## src/rtl/candidate_pkg.sv

```systemverilog
// Shared constants, FSM encoding and helpers for the candidate bank scanner.
package candidate_pkg;

    localparam int WORD_WIDTH  = 16;
    localparam int ADDR_WIDTH  = 5;
    localparam int MAX_ENTRIES = 16;
    localparam int IDX_WIDTH   = 4;
    // One extra bit so a full 16-entry count is representable.
    localparam int CNT_WIDTH   = IDX_WIDTH + 1;

    localparam logic MODE_MAX = 1'b0;
    localparam logic MODE_MIN = 1'b1;

    typedef enum logic [1:0] {
        ST_IDLE  = 2'd0,
        ST_SCAN  = 2'd1,
        ST_DRAIN = 2'd2,
        ST_DONE  = 2'd3
    } scan_state_t;

    function automatic logic [CNT_WIDTH-1:0] clamp_entries(input logic [CNT_WIDTH-1:0] n);
        return (n > CNT_WIDTH'(MAX_ENTRIES)) ? CNT_WIDTH'(MAX_ENTRIES) : n;
    endfunction

endpackage

```

## src/rtl/candidate_scanner_if.sv

```systemverilog
// Request/result and bank read-port bundle between the scanner and its user.
interface candidate_scanner_if;
    import candidate_pkg::*;

    // start is a request taken only while the scanner is idle (busy=0); it is
    // never queued. done pulses once per accepted start, results valid with it.
    logic                  start;
    logic                  mode;
    logic [CNT_WIDTH-1:0]  num_entries;
    logic [ADDR_WIDTH-1:0] rd_index;
    logic                  rd_en;
    logic [WORD_WIDTH-1:0] rd_data;
    logic                  busy;
    logic                  done;
    logic                  found;
    logic [IDX_WIDTH-1:0]  best_idx;
    logic [WORD_WIDTH-1:0] best_val;

    modport master (
        output start, mode, num_entries, rd_data,
        input  rd_index, rd_en, busy, done, found, best_idx, best_val
    );

    modport slave (
        input  start, mode, num_entries, rd_data,
        output rd_index, rd_en, busy, done, found, best_idx, best_val
    );

endinterface

```

## src/rtl/candidate_compare.sv

```systemverilog
// Registered select stage: keeps the running best entry of a scan.
module candidate_compare
    import candidate_pkg::*;
(
    input  logic                  clk,
    input  logic                  rst,
    input  logic                  clear,
    input  logic                  valid,
    input  logic                  first,
    input  logic                  mode,
    input  logic [WORD_WIDTH-1:0] value,
    input  logic [IDX_WIDTH-1:0]  idx,
    output logic [WORD_WIDTH-1:0] best_val,
    output logic [IDX_WIDTH-1:0]  best_idx,
    output logic                  found
);

    logic better;

    // Strict comparison: on a tie the earlier (lower) index stays the winner.
    always_comb begin
        better = 1'b0;
        if (mode == MODE_MAX) better = (value > best_val);
        else                  better = (value < best_val);
    end

    always_ff @(posedge clk) begin
        if (rst || clear) begin
            best_val <= '0;
            best_idx <= '0;
            found    <= 1'b0;
        end else if (valid && (first || better)) begin
            best_val <= value;
            best_idx <= idx;
            found    <= 1'b1;
        end
    end

endmodule

```

## src/rtl/candidate_scanner.sv

```systemverilog
// Walks the first N bank entries one per cycle and reports the max/min entry.
module candidate_scanner
    import candidate_pkg::*;
(
    input  logic                clk,
    input  logic                rst,
    candidate_scanner_if.slave  bus,
    output scan_state_t         dbg_state
);

    scan_state_t          state, state_nxt;
    logic [CNT_WIDTH-1:0] k, k_nxt;
    logic [CNT_WIDTH-1:0] n_q;
    logic                 mode_q;
    logic                 accept;

    logic                  p_valid;
    logic                  p_first;
    logic [WORD_WIDTH-1:0] p_val;
    logic [IDX_WIDTH-1:0]  p_idx;

    assign accept    = (state == ST_IDLE) && bus.start;
    assign dbg_state = state;

    always_ff @(posedge clk) begin
        if (rst) begin
            state  <= ST_IDLE;
            k      <= '0;
            n_q    <= '0;
            mode_q <= MODE_MAX;
        end else begin
            state <= state_nxt;
            k     <= k_nxt;
            if (accept) begin
                n_q    <= clamp_entries(bus.num_entries);
                mode_q <= bus.mode;
            end
        end
    end

    always_comb begin
        state_nxt = state;
        k_nxt     = k;
        case (state)
            ST_IDLE: begin
                if (bus.start) begin
                    k_nxt     = '0;
                    state_nxt = (bus.num_entries == '0) ? ST_DONE : ST_SCAN;
                end
            end
            ST_SCAN: begin
                k_nxt = k + CNT_WIDTH'(1);
                // n_q is at least 1 here, so the last index never wraps.
                if (k == n_q - CNT_WIDTH'(1)) state_nxt = ST_DRAIN;
            end
            ST_DRAIN: state_nxt = ST_DONE;
            ST_DONE:  state_nxt = ST_IDLE;
            default:  state_nxt = ST_IDLE;
        endcase
    end

    assign bus.rd_en    = (state == ST_SCAN);
    assign bus.rd_index = (state == ST_SCAN) ? {k[IDX_WIDTH-1:0], 1'b0} : '0;
    assign bus.busy     = (state != ST_IDLE);
    assign bus.done     = (state == ST_DONE);

    // Read data is combinational from the bank; capture it with its index so
    // the compare runs one cycle behind the address walk.
    always_ff @(posedge clk) begin
        if (rst) begin
            p_valid <= 1'b0;
            p_first <= 1'b0;
            p_val   <= '0;
            p_idx   <= '0;
        end else begin
            p_valid <= (state == ST_SCAN);
            p_first <= (k == '0);
            p_val   <= bus.rd_data;
            p_idx   <= k[IDX_WIDTH-1:0];
        end
    end

    candidate_compare u_compare (
        .clk      (clk),
        .rst      (rst),
        .clear    (accept),
        .valid    (p_valid),
        .first    (p_first),
        .mode     (mode_q),
        .value    (p_val),
        .idx      (p_idx),
        .best_val (bus.best_val),
        .best_idx (bus.best_idx),
        .found    (bus.found)
    );

endmodule

```

## src/flat_wrapper.sv

```systemverilog
// flat-port wrapper written by rule: the top's interface ports become plain ports
module candidate_scanner_flat import candidate_pkg::*;
  (clk, rst, dbg_state, bus_start, bus_mode, bus_num_entries, bus_rd_data, bus_rd_index, bus_rd_en, bus_busy, bus_done, bus_found, bus_best_idx, bus_best_val);
  candidate_scanner_if bus_i ();
  input  logic clk;
  input  logic rst;
  output scan_state_t dbg_state;
  input wire logic [$bits(bus_i.start)-1:0] bus_start;
  input wire logic [$bits(bus_i.mode)-1:0] bus_mode;
  input wire logic [$bits(bus_i.num_entries)-1:0] bus_num_entries;
  input wire logic [$bits(bus_i.rd_data)-1:0] bus_rd_data;
  output wire logic [$bits(bus_i.rd_index)-1:0] bus_rd_index;
  output wire logic [$bits(bus_i.rd_en)-1:0] bus_rd_en;
  output wire logic [$bits(bus_i.busy)-1:0] bus_busy;
  output wire logic [$bits(bus_i.done)-1:0] bus_done;
  output wire logic [$bits(bus_i.found)-1:0] bus_found;
  output wire logic [$bits(bus_i.best_idx)-1:0] bus_best_idx;
  output wire logic [$bits(bus_i.best_val)-1:0] bus_best_val;
  assign bus_i.start = bus_start;
  assign bus_i.mode = bus_mode;
  assign bus_i.num_entries = bus_num_entries;
  assign bus_i.rd_data = bus_rd_data;
  assign bus_rd_index = bus_i.rd_index;
  assign bus_rd_en = bus_i.rd_en;
  assign bus_busy = bus_i.busy;
  assign bus_done = bus_i.done;
  assign bus_found = bus_i.found;
  assign bus_best_idx = bus_i.best_idx;
  assign bus_best_val = bus_i.best_val;
  candidate_scanner u_core (.clk(clk), .rst(rst), .bus(bus_i), .dbg_state(dbg_state));
endmodule
```

## config.mk

```make
export PLATFORM = sky130hd
export DESIGN_NAME = candidate_scanner_flat
export DESIGN_NICKNAME = d
export VERILOG_FILES = /design/src/rtl/candidate_pkg.sv /design/src/rtl/candidate_scanner_if.sv /design/src/rtl/candidate_compare.sv /design/src/rtl/candidate_scanner.sv /design/src/flat_wrapper.sv
export SDC_FILE = /design/constraint.sdc
export NUM_CORES = 1
export LEC_CHECK = 0
export BUFFER_PORTS_ARGS = -buffer_cell sky130_fd_sc_hd__clkbuf_2
export CORE_MARGIN = 5
export CORE_UTILIZATION = 50
export CTS_CLUSTER_DIAMETER = 150
export DETAILED_ROUTE_END_ITERATION = 16
export PLACE_DENSITY_LB_ADDON = 0.25
export SYNTH_ARGS = -nofsm -noshare
export SYNTH_HDL_FRONTEND = slang
export SYNTH_SLANG_ARGS = --single-unit
```

## constraint.sdc

```tcl
create_clock -name clk -period 2.7 [get_ports clk]
set_input_delay 0.27 -clock clk [delete_from_list [all_inputs] [get_ports clk]]
set_output_delay 0.27 -clock clk [all_outputs]
set_load 0.01 [all_outputs]
```

==> metrics.md <==
| Metric | Value |
|---|---|
| Number of iterations in the first detailed-routing pass | 4 |
| Drt total wl | 5670 µm |
| CTS H-tree lvls | 2 |
| Hold_buf cts | 0 |
| Fin crit period | 2.39 ns |
| Total clock sinks | 56 |
| Via density | 5.18 |
| DR WL/cell | 13.5 µm |
| Critical path endpoint category | register |
| Leak Pwr | 1.26 nW |
| Peak supply drop | 0.735 mV |
| GRT Total Usage | 0.167 |
| Syn avg cell area | 8.93 µm² |
| Final TNS setup | 0 ns |
| Leading area contributor after synthesis | dfxtp_1 |
| RSZ-0062 raised after global routing | false |
| Die width | 83.3 µm |
| Seq/Total Area, Yosys | 0.417 |
| Top post-synthesis cells by area | dfxtp_1, ha_1, a21boi_1, nor2b_1, nand3_1 |
| Data arrival, critical path | 2.63 ns |
| Initial core utilization | 0.520 |
| Clk root buf | clkbuf_8 |
| Vias | 2181 |
| Count of pins over their slew limit | 0 |
| Grt ovf | 0 |
| #FFs+latches synth | 56 |
| Vias in the first global route | 2124 |
| # setup viols final | 0 |
| Crit path max-delay family | simple AND/OR/NAND/NOR gates |
| Worst-path clk slew | 0.10 ns |
| Core box area | 0.00517 mm² |
| Share of cells above drive strength 1 | 0.208 |
| CTS max path bufs | 2 |
| Startpoint Class | register |
| Cell count after synthesis | 301 |
| Most common cell after layout, fill and taps aside | dfxtp_1 |
| Dpl hpwl | 4060 µm |
| Max Cap Viol | 0 |
| Worst slew pin tran | 0.697 ns |
| Mapped Area | 0.00269 mm² |
| PwrDens | 665 mW/mm² |
| Initial antenna violation count | 0 |
| Synth warnings | 0 |
| Num CTS Buffers | 5 |
| Final Hold Fails | 0 |
| Crit-path max cell delay | 0.58 ns |
| Library cells used by synthesis | 41 |
| I/O Pins | 56 |
| Post-synth EDFFs | 0 |
| DRC errors left | 0 |
| Nets | 398 |
| Largest net degree at the start of global routing | 34 |
| Critical-path cell list | inv_1, ha_1, nand4_1, or4_4, a2bb2oi_2, a31oi_4, buf_4, o21ai_1, a21boi_1 |
| DR iter-0 viols | 92 |
| Pwr Total | 2.07 mW |
| Die Ht | 83.3 µm |
| Worst rel slew slack | 0.535 |
| Post-synth ARST share | 0 |
| Ys flop type | dfxtp_1 |
| Highest Clock Rate | 419 MHz |
| Final antenna-violating net count | 0 |
| Status | finished, final reports clean |
| Crit path buf inv count | 2 |
| DIE AREA | 0.00694 mm² |
| Post-synth net total | 349 |
| Final RePlAce weighted congestion | 0.782 |
| Slowest CP cell | or4_4 |
| Req. time, crit path | 2.94 ns |
| Area share of the largest cell type after synthesis | 0.417 |
| Clock skew | 0.00333 ns |
| Diode count | 0 |
| # port buffers | 54 |
| CTS tree | done |
| HP Class | in2reg |
| Syn-to-layout area delta | 15.9% |
| CP Max Fanout | 12 |
| Rows | 26 |
| Final worst-path cycle share | 0.884 |
| Setup Crit Path Kind | reg2reg |
| Clk_lat worst skew | 0.30 ns |
| Most frequent cells in the layout | dfxtp_1, clkbuf_2, inv_1 |
| First-pass GRT wire length | 9830 µm |
[registers in the layout (all words and copies together) (netlist names)]
register and cells:
u_core.p_idx 4, u_core.n_q 5, u_core.u_compare.best_val 16, u_core.p_first 1, u_core.p_val 16, u_core.mode_q 1
u_core.p_valid 1, u_core.u_compare.found 1, u_core.u_compare.best_idx 4, u_core.k 5, u_core.dbg_state 2
[final cells by class]
type / count / area, µm²
fill: 481 / 2060
multi-input combinational: 203 / 1390
sequential: 56 / 1120
timing repair buffer: 59 / 308
inverter: 25 / 93.8
tap: 70 / 87.6
clock buffer: 5 / 68.8
clock inverter: 3 / 42.5
[routing by layer]
| layer | global-route usage | up-vias | part of all wire |
|---|---|---|---|
| met5 | 0 | - | 0 |
| met4 | 0.0461 | 0 | 0.0090 |
| met3 | 0.0376 | 5 | 0.046 |
| met2 | 0.274 | 38 | 0.47 |
| met1 | 0.220 | 1010 | 0.47 |
| li1 | - | 1128 | - |
[report_power, final]
| part | switching [mW] | internal [mW] |
|---|---|---|
| registers | 0.0571 | 0.892 |
| clock network | 0.270 | 0.275 |
| logic | 0.342 | 0.236 |
| total | 0.669 | 1.40 |
[per-stage QoR]
step / hold WS, ns / area, µm² / instances / setup WS [ns] / utilization
after detailed placement: 0.456 / 2990 / 413 / 0.203 / 0.579
after global routing: 0.159 / 3110 / 421 / 0.139 / 0.602
after floorplan: 0.353 / 2690 / 301 / 0.454 / -
final: 0.167 / 3110 / 421 / 0.313 / 0.602
after CTS: 0.163 / 3110 / 421 / 0.162 / 0.600
after global placement: 0.440 / 2990 / 413 / 0.267 / 0.579
[path summary, 6_finish.rpt]
| kind | start | to | slack [ns] | cells after the start |
|---|---|---|---|---|
| max reg2reg | u_core.u_compare.best_val[15]$_SDFFE_PP0P_ | u_core.u_compare.best_val[14]$_SDFFE_PP0P_ | 0.31 | 9 |
| min | bus_rd_data[1] | u_core.p_val[1]$_SDFF_PP0_ | 0.17 | 2 |
| max | u_core.u_compare.best_val[15]$_SDFFE_PP0P_ | u_core.u_compare.best_val[14]$_SDFFE_PP0P_ | 0.31 | 9 |
| min reg2reg | u_core.p_idx[0]$_SDFF_PP0_ | u_core.u_compare.best_idx[0]$_SDFFE_PP0P_ | 0.47 | 2 |
[what timing repair did]
action                                  CTS  global route
setup buffers                             0             0
resized for setup                         0             1
endpoints found under the setup margin    0            10
hold endpoints to repair                  0             0
[synthesized netlist by cell type (5+ instances only)]
| cell type | count |
|---|---|
| a21boi_1 | 20 |
| a21oi_1 | 15 |
| buf_4 | 5 |
| clkbuf_1 | 7 |
| dfxtp_1 | 56 |
| ha_1 | 23 |
| inv_1 | 25 |
| nand2_1 | 11 |
| nand2b_1 | 5 |
| nand3_1 | 24 |
| nand4_1 | 6 |
| nor2_1 | 14 |
| nor2b_1 | 20 |
| o21ai_0 | 15 |
| o21ai_1 | 10 |
| xnor2_1 | 5 |
[logic make-up (layout without fill, tap and decap cells)]
group	count (synthesis)	in the layout	synth area share
simple gates	97	97	0.198
compound gates	74	74	0.182
flops	56	56	0.417
buf+inv	42	92	0.0680
fa+ha+maj	23	23	0.107
xor+xnor	8	8	0.0261
other cells	1	1	0.00140
Power figures use the tool's default switching activity.
